<file path="src/rtl/load_store_unit_pkg.sv">
// Shared constants for the load/store unit: ALU memory opcodes, FSM state codes,
// the decoded operation record and the lane/byte-enable helpers.
package load_store_unit_pkg;

    localparam logic [5:0] ALU_LB  = 6'd16;
    localparam logic [5:0] ALU_LH  = 6'd17;
    localparam logic [5:0] ALU_LW  = 6'd18;
    localparam logic [5:0] ALU_LBU = 6'd19;
    localparam logic [5:0] ALU_LHU = 6'd20;
    localparam logic [5:0] ALU_SB  = 6'd21;
    localparam logic [5:0] ALU_SH  = 6'd22;
    localparam logic [5:0] ALU_SW  = 6'd23;

    localparam logic ENABLE  = 1'b1;
    localparam logic DISABLE = 1'b0;

    localparam logic [1:0] ST_IDLE = 2'd0;
    localparam logic [1:0] ST_REQ  = 2'd1;
    localparam logic [1:0] ST_WAIT = 2'd2;
    localparam logic [1:0] ST_RESP = 2'd3;

    typedef enum logic [1:0] {
        SZ_BYTE = 2'd0,
        SZ_HALF = 2'd1,
        SZ_WORD = 2'd2
    } size_e;

    typedef struct packed {
        logic  is_load;
        logic  is_signed;
        size_e size;
    } mem_op_t;

    function automatic logic is_mem_op(input logic [5:0] code);
        return code inside {ALU_LB, ALU_LH, ALU_LW, ALU_LBU, ALU_LHU,
                            ALU_SB, ALU_SH, ALU_SW};
    endfunction

    function automatic mem_op_t decode_op(input logic [5:0] code);
        mem_op_t op;
        op = '{is_load: 1'b0, is_signed: 1'b0, size: SZ_WORD};
        case (code)
            ALU_LB:  op = '{is_load: 1'b1, is_signed: 1'b1, size: SZ_BYTE};
            ALU_LH:  op = '{is_load: 1'b1, is_signed: 1'b1, size: SZ_HALF};
            ALU_LW:  op = '{is_load: 1'b1, is_signed: 1'b0, size: SZ_WORD};
            ALU_LBU: op = '{is_load: 1'b1, is_signed: 1'b0, size: SZ_BYTE};
            ALU_LHU: op = '{is_load: 1'b1, is_signed: 1'b0, size: SZ_HALF};
            ALU_SB:  op = '{is_load: 1'b0, is_signed: 1'b0, size: SZ_BYTE};
            ALU_SH:  op = '{is_load: 1'b0, is_signed: 1'b0, size: SZ_HALF};
            default: op = '{is_load: 1'b0, is_signed: 1'b0, size: SZ_WORD};
        endcase
        return op;
    endfunction

    // Halfword and word accesses ignore the low address bits below their size.
    function automatic logic [1:0] align_lo(input size_e size, input logic [1:0] a);
        case (size)
            SZ_BYTE: return a;
            SZ_HALF: return {a[1], 1'b0};
            default: return 2'b00;
        endcase
    endfunction

    function automatic logic is_misaligned(input size_e size, input logic [1:0] a);
        case (size)
            SZ_HALF: return a[0];
            SZ_WORD: return |a;
            default: return 1'b0;
        endcase
    endfunction

    function automatic logic [3:0] byte_enables(input size_e size, input logic [1:0] a);
        case (size)
            SZ_BYTE: return 4'b0001 << a;
            SZ_HALF: return 4'b0011 << {a[1], 1'b0};
            default: return 4'b1111;
        endcase
    endfunction

    function automatic logic [31:0] store_lanes(input size_e size, input logic [31:0] sd);
        case (size)
            SZ_BYTE: return {4{sd[7:0]}};
            SZ_HALF: return {2{sd[15:0]}};
            default: return sd;
        endcase
    endfunction

endpackage

</file>
<file path="src/rtl/load_store_unit_if.sv">
// Data-memory bus between the load/store unit (master) and memory (slave):
// req/gnt address phase followed by a single rvalid response.
interface load_store_unit_if;

    logic        mem_req;
    logic        mem_we;
    logic [31:0] mem_addr;
    logic [3:0]  mem_be;
    logic [31:0] mem_wdata;
    logic        mem_gnt;
    logic        mem_rvalid;
    logic [31:0] mem_rdata;

    modport master (
        output mem_req, mem_we, mem_addr, mem_be, mem_wdata,
        input  mem_gnt, mem_rvalid, mem_rdata
    );

    modport slave (
        input  mem_req, mem_we, mem_addr, mem_be, mem_wdata,
        output mem_gnt, mem_rvalid, mem_rdata
    );

endinterface

</file>
<file path="src/rtl/load_store_unit_load_align.sv">
// Load lane selection: picks the addressed byte/halfword out of the read word
// and sign- or zero-extends it to 32 bits.
module lsu_load_align
    import load_store_unit_pkg::*;
(
    input  logic [31:0] i_rdata,
    input  size_e       i_size,
    input  logic        i_signed,
    input  logic [1:0]  i_addr_lo,
    output logic [31:0] o_data
);

    logic [7:0]  w_byte;
    logic [15:0] w_half;

    always_comb begin
        // NOTE: every output of a combinational block gets a default first so no latch is inferred.
        w_byte = i_rdata[7:0];
        case (i_addr_lo)
            2'd1:    w_byte = i_rdata[15:8];
            2'd2:    w_byte = i_rdata[23:16];
            2'd3:    w_byte = i_rdata[31:24];
            default: w_byte = i_rdata[7:0];
        endcase
    end

    assign w_half = i_addr_lo[1] ? i_rdata[31:16] : i_rdata[15:0];

    always_comb begin
        o_data = i_rdata;
        case (i_size)
            SZ_BYTE: o_data = {{24{i_signed & w_byte[7]}}, w_byte};
            SZ_HALF: o_data = {{16{i_signed & w_half[15]}}, w_half};
            default: o_data = i_rdata;
        endcase
    end

endmodule

</file>
<file path="src/rtl/load_store_unit.sv">
// Load/store unit: issues one data-memory transaction per accepted request and
// returns extended load data. Define MISALIGN_TRAP_EN to trap misaligned H/W accesses.
module load_store_unit
    import load_store_unit_pkg::*;
#(
    parameter int TIMEOUT_CYCLES = 16
)
(
    input  logic                     clk,
    input  logic                     rst_n,
    input  logic                     i_in_valid,
    output logic                     o_in_ready,
    input  logic [5:0]               i_alucode,
    input  logic [31:0]              i_addr,
    input  logic [31:0]              i_store_data,
    input  logic [4:0]               i_rd_in,
    load_store_unit_if.master        bus,
    output logic                     o_out_valid,
    output logic                     o_out_load,
    output logic [4:0]               o_out_rd,
    output logic [31:0]              o_out_data,
    output logic                     o_out_err
);

    localparam logic [7:0] TIMEOUT_LAST = 8'(TIMEOUT_CYCLES - 1);

    logic [1:0]  r_state;
    mem_op_t     r_op;
    logic [1:0]  r_addr_lo;
    logic [4:0]  r_rd;
    logic [7:0]  r_cnt;
    logic        r_mem_we;
    logic [31:0] r_mem_addr;
    logic [3:0]  r_mem_be;
    logic [31:0] r_mem_wdata;
    logic        r_out_load;
    logic [4:0]  r_out_rd;
    logic [31:0] r_out_data;
    logic        r_out_err;

    logic [1:0]  w_next_state;
    mem_op_t     w_in_op;
    logic [1:0]  w_in_lo;
    logic        w_accept;
    logic        w_trap;
    logic        w_resp_ok;
    logic        w_timeout;
    logic [31:0] w_load_data;

    assign w_in_op  = decode_op(i_alucode);
    assign w_in_lo  = align_lo(w_in_op.size, i_addr[1:0]);
    assign w_accept = (r_state == ST_IDLE) && i_in_valid && is_mem_op(i_alucode);

`ifdef MISALIGN_TRAP_EN
    assign w_trap = w_accept && is_misaligned(w_in_op.size, i_addr[1:0]);
`else
    assign w_trap = 1'b0;
`endif

    // A response with the grant completes the transaction; in WAIT, rvalid beats the timeout.
    assign w_resp_ok = bus.mem_rvalid &&
                       (((r_state == ST_REQ) && bus.mem_gnt) || (r_state == ST_WAIT));
    assign w_timeout = (r_state == ST_WAIT) && !bus.mem_rvalid && (r_cnt == TIMEOUT_LAST);

    always_comb begin
        w_next_state = r_state;
        case (r_state)
            ST_IDLE: begin
                if (w_trap)        w_next_state = ST_RESP;
                else if (w_accept) w_next_state = ST_REQ;
            end
            ST_REQ: begin
                if (bus.mem_gnt) w_next_state = bus.mem_rvalid ? ST_RESP : ST_WAIT;
            end
            ST_WAIT: begin
                if (w_resp_ok || w_timeout) w_next_state = ST_RESP;
            end
            default: w_next_state = ST_IDLE;
        endcase
    end

    // NOTE: sequential state uses non-blocking assignments so every register samples pre-edge values.
    always_ff @(posedge clk or negedge rst_n) begin
        if (!rst_n) begin
            r_state <= ST_IDLE;
            r_cnt   <= '0;
        end else begin
            r_state <= w_next_state;
            r_cnt   <= (r_state == ST_WAIT) ? r_cnt + 8'd1 : 8'd0;
        end
    end

    always_ff @(posedge clk or negedge rst_n) begin
        if (!rst_n) begin
            r_op        <= '{is_load: DISABLE, is_signed: DISABLE, size: SZ_WORD};
            r_addr_lo   <= '0;
            r_rd        <= '0;
            r_mem_we    <= DISABLE;
            r_mem_addr  <= '0;
            r_mem_be    <= '0;
            r_mem_wdata <= '0;
        end else if (w_accept) begin
            r_op      <= w_in_op;
            r_addr_lo <= w_in_lo;
            r_rd      <= i_rd_in;
            if (!w_trap) begin
                r_mem_we    <= !w_in_op.is_load;
                r_mem_addr  <= {i_addr[31:2], 2'b00};
                r_mem_be    <= byte_enables(w_in_op.size, w_in_lo);
                r_mem_wdata <= store_lanes(w_in_op.size, i_store_data);
            end
        end
    end

    lsu_load_align u_load_align (
        .i_rdata   (bus.mem_rdata),
        .i_size    (r_op.size),
        .i_signed  (r_op.is_signed),
        .i_addr_lo (r_addr_lo),
        .o_data    (w_load_data)
    );

    always_ff @(posedge clk or negedge rst_n) begin
        if (!rst_n) begin
            r_out_load <= DISABLE;
            r_out_rd   <= '0;
            r_out_data <= '0;
            r_out_err  <= DISABLE;
        end else if (w_trap) begin
            r_out_load <= w_in_op.is_load;
            r_out_rd   <= i_rd_in;
            r_out_data <= '0;
            r_out_err  <= ENABLE;
        end else if (w_resp_ok || w_timeout) begin
            r_out_load <= r_op.is_load;
            r_out_rd   <= r_rd;
            r_out_data <= (w_resp_ok && r_op.is_load) ? w_load_data : 32'd0;
            r_out_err  <= w_timeout;
        end
    end

    assign o_in_ready     = (r_state == ST_IDLE);
    assign bus.mem_req    = (r_state == ST_REQ);
    assign bus.mem_we     = r_mem_we;
    assign bus.mem_addr   = r_mem_addr;
    assign bus.mem_be     = r_mem_be;
    assign bus.mem_wdata  = r_mem_wdata;
    assign o_out_valid    = (r_state == ST_RESP);
    assign o_out_load     = r_out_load;
    assign o_out_rd       = r_out_rd;
    assign o_out_data     = r_out_data;
    assign o_out_err      = r_out_err;

endmodule

</file>
<file path="src/flat_wrapper.sv">
// flat-port wrapper written by rule: the top's interface ports become plain ports
module load_store_unit_flat import load_store_unit_pkg::*;
#(
    parameter int TIMEOUT_CYCLES = 16
)
  (clk, rst_n, i_in_valid, o_in_ready, i_alucode, i_addr, i_store_data, i_rd_in, o_out_valid, o_out_load, o_out_rd, o_out_data, o_out_err, bus_mem_req, bus_mem_we, bus_mem_addr, bus_mem_be, bus_mem_wdata, bus_mem_gnt, bus_mem_rvalid, bus_mem_rdata);
  load_store_unit_if bus_i ();
  input  logic clk;
  input  logic rst_n;
  input  logic i_in_valid;
  output logic o_in_ready;
  input  logic [5:0] i_alucode;
  input  logic [31:0] i_addr;
  input  logic [31:0] i_store_data;
  input  logic [4:0] i_rd_in;
  output logic o_out_valid;
  output logic o_out_load;
  output logic [4:0] o_out_rd;
  output logic [31:0] o_out_data;
  output logic o_out_err;
  output wire logic [$bits(bus_i.mem_req)-1:0] bus_mem_req;
  output wire logic [$bits(bus_i.mem_we)-1:0] bus_mem_we;
  output wire logic [$bits(bus_i.mem_addr)-1:0] bus_mem_addr;
  output wire logic [$bits(bus_i.mem_be)-1:0] bus_mem_be;
  output wire logic [$bits(bus_i.mem_wdata)-1:0] bus_mem_wdata;
  input wire logic [$bits(bus_i.mem_gnt)-1:0] bus_mem_gnt;
  input wire logic [$bits(bus_i.mem_rvalid)-1:0] bus_mem_rvalid;
  input wire logic [$bits(bus_i.mem_rdata)-1:0] bus_mem_rdata;
  assign bus_mem_req = bus_i.mem_req;
  assign bus_mem_we = bus_i.mem_we;
  assign bus_mem_addr = bus_i.mem_addr;
  assign bus_mem_be = bus_i.mem_be;
  assign bus_mem_wdata = bus_i.mem_wdata;
  assign bus_i.mem_gnt = bus_mem_gnt;
  assign bus_i.mem_rvalid = bus_mem_rvalid;
  assign bus_i.mem_rdata = bus_mem_rdata;
  load_store_unit #(.TIMEOUT_CYCLES(TIMEOUT_CYCLES)) u_core (.clk(clk), .rst_n(rst_n), .i_in_valid(i_in_valid), .o_in_ready(o_in_ready), .i_alucode(i_alucode), .i_addr(i_addr), .i_store_data(i_store_data), .i_rd_in(i_rd_in), .bus(bus_i), .o_out_valid(o_out_valid), .o_out_load(o_out_load), .o_out_rd(o_out_rd), .o_out_data(o_out_data), .o_out_err(o_out_err));
endmodule
</file>
<file path="config.mk">
export PLATFORM = sky130hd
export DESIGN_NAME = load_store_unit_flat
export DESIGN_NICKNAME = d
export VERILOG_FILES = /design/src/rtl/load_store_unit_pkg.sv /design/src/rtl/load_store_unit_if.sv /design/src/rtl/load_store_unit_load_align.sv /design/src/rtl/load_store_unit.sv /design/src/flat_wrapper.sv
export SDC_FILE = /design/constraint.sdc
export NUM_CORES = 1
export LEC_CHECK = 0
export BUFFER_PORTS_ARGS = -buffer_cell sky130_fd_sc_hd__buf_2
export CORE_AREA = 8 8 107 133
export CTS_BUF_LIST = sky130_fd_sc_hd__clkbuf_8
export DETAILED_ROUTE_END_ITERATION = 12
export DIE_AREA = 0 0 115 141
export GPL_ROUTABILITY_DRIVEN = 1
export PLACE_DENSITY = 0.8
export SETUP_SLACK_MARGIN = 0.15
export SLEW_MARGIN = 20
export SYNTH_ARGS = -nofsm -noshare
export SYNTH_HDL_FRONTEND = slang
export SYNTH_SLANG_ARGS = --single-unit
</file>
<file path="constraint.sdc">
create_clock -name clk -period 2.6 [get_ports clk]
set_input_delay 0 -clock clk [delete_from_list [all_inputs] [get_ports clk]]
set_output_delay 0 -clock clk [all_outputs]
set_load 0.03 [all_outputs]
</file>
# Yosys cells after proc, flatten, opt, wreduce, memory -nomap -nowiden
# Cells that the tools add are included.
# W data, S select, Z words.
# classes
addsub	1
n_eq_ne	20
shifts	2
muxes	14
bitwise_logic	2
reduce_logical	16
# op_table
cell	count
$pmux W32 S2	2
$eq A6 B5 Y1 const B	8
$mux W32	1
$pmux W4 S7	1
$pmux W8 S3	1
$mux W16	1
$add A8 B1 Y8 const B	1
$eq A2 B1 Y1 const B	4
$eq A2 B2 Y1 const B	4
$eq A8 B4 Y1 const B	1
$mux W8	1
$pmux W4 S2	1
$reduce_bool A8 Y1	1
$logic_and A1 B1 Y1	7
$logic_not A2 Y1	3
$mux W2	3
$pmux W2 S3	1
$ne A2 B1 Y1 const B	2
$pmux W2 S2	1
$shl A1 B2 Y4 const A	1
$shl A2 B2 Y4 const A	1
$reduce_and A3 Y1	1
$and A1 B1 Y1	2
$logic_not A1 Y1	2
other kinds (3)	4
# word_totals
regBits	127
inputBits	112
output_inout_bits	111
word_cells	70

# Depth between registers and ports, before layout
# depth
depth_word	7
mapped_depth	8
ltp_nobuf	6

# Modules after synthesis
# Synthesis repeated with hierarchy kept, for this count alone.
# hier_totals
hier_cells	670
area_unflattened_um2	6492.5
# by_module_without_submodules
module	n_inst	cells_each	area_per_inst_um2	seq_area_each_um2
load_store_unit	1	537	5469.0	3179.3
lsu_load_align	1	133	1023.5	0.0

# Worst setup path before layout
# OpenSTA, ideal clock, no wires.
# synth_path
path_kind	register to register
from	reg u_core.r_state[1]
to	reg u_core.r_out_data[21], in the netlist u_core.o_out_data[21]
setup_time_ps	66
arrival_time_ps	2089
t_required_ps	2534
slack_ps	445
path_stages_with_launch	8
n_path_buf	1
synth_period_minus_slack_ps	2155
path_cell_list	dfrtp_1 -> inv_1 -> ha_1 -> a21o_1 -> nand3_1 -> nor2_1 -> clkbuf_1 -> a221o_1
# synth_between
elab_chain_cells	6
elab_cells_between_ends	10
cone_classes	2 x eq/ne; 1 x mux; 7 x reduce/logical
# synth_lines
element	line	source
start, declared	load_store_unit.sv:27	logic [1:0] r_state;
start signal, assigned	load_store_unit.sv:88	r_state <= w_next_state;
$eq A2 B1 Y1 (*)	--	
via bus_mem_req	flat_wrapper.sv:21	output wire logic [$bits(bus_i.mem_req)-1:0] bus_mem_req;
$logic_and A1 B1 Y1 (*)	load_store_unit.sv:62	(((r_state == ST_REQ) && bus.mem_gnt) || (r_state == ST_WAIT));
$logic_or A1 B1 Y1 (*)	load_store_unit.sv:62	
$logic_and A1 B1 Y1 (*)	load_store_unit.sv:61	assign w_resp_ok = bus.mem_rvalid &&
$logic_and A1 B1 Y1	load_store_unit.sv:137	r_out_data <= (w_resp_ok && r_op.is_load) ? w_load_data : 32'd0;
$mux W32	load_store_unit.sv:137	
end signal, assigned	load_store_unit.sv:137	
end, declared	load_store_unit.sv:38	logic [31:0] r_out_data;
# The timed path passes the listed nets; every way through them passes the cells marked *.
# A chain may end at the register's enable or synchronous reset.

# Final worst setup path
# layout_path
from	reg u_core.r_state[1]
to	reg u_core.r_out_data[21], in the netlist u_core.o_out_data[21]
# layout_between
elab_chain_cells	6
elab_cells_between_ends	10
cone_classes	2 x eq/ne; 1 x mux; 7 x reduce/logical
# layout_lines
element	line
$eq A2 B1 Y1	load_store_unit.sv:62
$logic_and A1 B1 Y1	load_store_unit.sv:62
$logic_or A1 B1 Y1	load_store_unit.sv:62
$logic_and A1 B1 Y1	load_store_unit.sv:61
$logic_and A1 B1 Y1	load_store_unit.sv:137
$mux W32	load_store_unit.sv:137
# Several ways; a longest one is shown, not always the timed one.

==> results.yml <==
clocking:
  cts_resized: 0
  post_cts_buffers: 0
  cts.path.max_buffers: 2
  cts_tree: "yes"
  cts_root_buf: "clkbuf_8"
  insertion_delay_ps: 430
  cts.clk_slew.worst_paths_ps: 80
  cts_buffers: 17
  cts_max_level: 4
  cts_sinks: 127
floorplan:
  initial_utilization: 0.492
  die_width_um: 115
  fp.dieH_um: 141
  dieArea_mm2: 0.0162
  ios: 223
  core_area_mm2: 0.0120
  num_rows: 45
outcome:
  status: "finished clean"
place:
  place_ws_ps: 326
  gp_congestion: 0.852
  portBuffers: 220
  placed_cell_area_mm2: 0.00722
  dpl.hpwl_um: 13200
global_routing:
  grt_pass1_vias: 6294
  track_usage: 0.252
  grt_pass1_wl_um: 32300
  antenna_found_initial: 0
  grt_max_degree: 72
  overflow: 0
timing:
  clock.fmax_mhz: 435
  post-route-period-util: 0.884
  post-route-min-period_ps: 2300
  slew_viol_final: 0
  finalHoldViolCount: 0
  setup_tns_ps: 0
  finClkSkew_ps: 10.3
  rsz0062_at_grt: "false"
  setup_slack_ps: 301
  worst_pin_slew_ps: 1110
  whs_ps: 42.3
  setup_viol: 0
  slew_headroom: 0.260
logic_synthesis:
  netlist_area_mm2: 0.00593
  yosys_register_bits: 127
  yosysSeqAreaShare: 0.536
  synth_edf_count: 0
  synthFlopType: "dfrtp_1"
  synthCells: 602
  async_flop_share: 1.00
  syn_avg_cell_area_um2: 9.85
  synth.distinct_cells: 50
  ys.warnings.count: 0
worst_setup_path:
  path_class: "reg -> reg"
  critPathLaunchType: "flop"
  crit_fanout: 16
  crit_start: "u_core.r_state[1]$_DFFE_PN0P_"
  cp-end-kind: "flop"
  worstPathRequired_ps: 2960
  arrival_ps: 2660
  r2r-start: "u_core.r_state[1]$_DFFE_PN0P_"
cells_and_area:
  mostFrequentLayoutCells: "219 x buf_2, 170 x nand2_1, 126 x dfrtp_1"
  layout_commonest_cell: "buf_2"
  syn_to_final_growth_pct: 46.5
  final_util: 0.721
  fin_nets: 1039
  diodes: 0
  n_fill_cell: 873
  drive_gt1_frac: 0.322
  final_design_area_no_fill_mm2: 0.00869
job:
  drv_cap: 0
power_and_ir_drop:
  powerDensity_mw_per_mm2: 1100
  leakagePower_nw: 4.50
  ir_drop_uv: 714
drt:
  firstDrtPassIters: 5
  vias: 5973
  post_drt_wl_per_cell_um: 18.3
  first_iter_violations: 393
  final_antenna_net_count: 0
  vias_per_cell: 5.44
  drc: 0
  routed_wirelength_um: 20100
min_path:
  hold_path_class: "in -> reg"
  min_from: "i_alucode[0]"
[metal layers]
layer	GRT usage	share of wire
met4	0.141	0.043
met3	0.0756	0.089
met2	0.436	0.51
met5	0	0
met1	0.267	0.36
[logic make-up (layout without fill, tap and decap cells)]
group                    after synthesis  count (layout)  synth area share
multiplexers                          31              31            0.0726
AO/OA/AOI/OAI                        124             124             0.153
adder cells (fa/ha/maj)                5               5            0.0106
buffers and inverters                 66             397            0.0462
flip-flops                           127             127             0.536
AND/OR/NAND/NOR                      240             240             0.169
XOR/XNOR                               8               8            0.0118
other                                  1               2          0.000633
[Yosys cell counts, types with 7 or more instances]
cell,n,area [µm²]
clkbuf_1,34,128
a21o_1,10,75.1
mux4_2,8,180
o21ai_0,27,135
nor2_1,25,93.8
a31oi_1,26,163
nor3_1,8,40.0
o22ai_1,8,50.1
mux2i_1,7,70.1
dfrtp_1,126,3150
nand2_1,170,638
a221o_1,24,240
a221oi_1,8,70.1
inv_1,24,90.1
mux2_2,16,180
and2_1,8,50.1
nand3_1,11,55.1
[what timing repair did]
item / in CTS / in global routing
setup endpoints to repair: 0 / 0
endpoints found under the hold margin: 178 / 0
hold buffers: 106 / 0
[sequential cells by signal (all words and copies together) (netlist names)]
register and cells:
u_core.o_out_data 32, u_core.o_out_load 1, u_core.bus.mem_we 1, u_core.r_cnt 8, u_core.r_op 4, u_core.bus.mem_be 4, u_core.r_rd 5, u_core.o_out_rd 5
u_core.bus.mem_wdata 32, u_core.r_addr_lo 2, u_core.r_state 2, u_core.bus.mem_addr 30, u_core.o_out_err 1
[stage by stage]
step,power (mW),cells
finish,9.52,1098
global route,10.1,1098
CTS,9.52,1098
detailed placement,7.63,961
global placement,7.50,961
floorplan,6.18,603
[report_power, final]
| group | switching [mW] | internal [mW] |
|---|---|---|
| registers | 0.517 | 2.79 |
| clock network | 0.805 | 0.941 |
| logic | 2.97 | 1.50 |
[critical path: stages, from the launching register on]
cell	delay, ps
dfrtp_1	420
inv_1	90
ha_1	220
a21o_1	170
nand3_1	170
nor2_1	870
a221o_1	290
[final cells by class]
cell class / count / area (µm²) / area share
Sequential cell: 127 / 3180 / 0.366
Clock inverter: 14 / 170 / 0.0196
Multi-Input combinational cell: 410 / 2490 / 0.287
Clock buffer: 17 / 234 / 0.0269
Tap cell: 164 / 205 / 0.0236
Timing Repair Buffer: 342 / 2310 / 0.266
Inverter: 24 / 90.1 / 0.0104
[final timing paths]
path                                                     endpoint  slack (ps)  cells after the start
max in group asynchronous          u_core.o_out_rd[4]$_DFFE_PN0P_        1670                      3
worst min-delay path                   u_core.r_op[0]$_DFFE_PN0P_          40                      3
worst min register to register          u_core.r_cnt[0]$_DFF_PN0_         450                      1
min in group asynchronous               u_core.r_cnt[2]$_DFF_PN0_         110                      2
worst max-delay path            u_core.o_out_data[21]$_DFFE_PN0P_         300                      6
worst max register to register  u_core.o_out_data[21]$_DFFE_PN0P_         300                      6
Power figures use the tool's default switching activity.
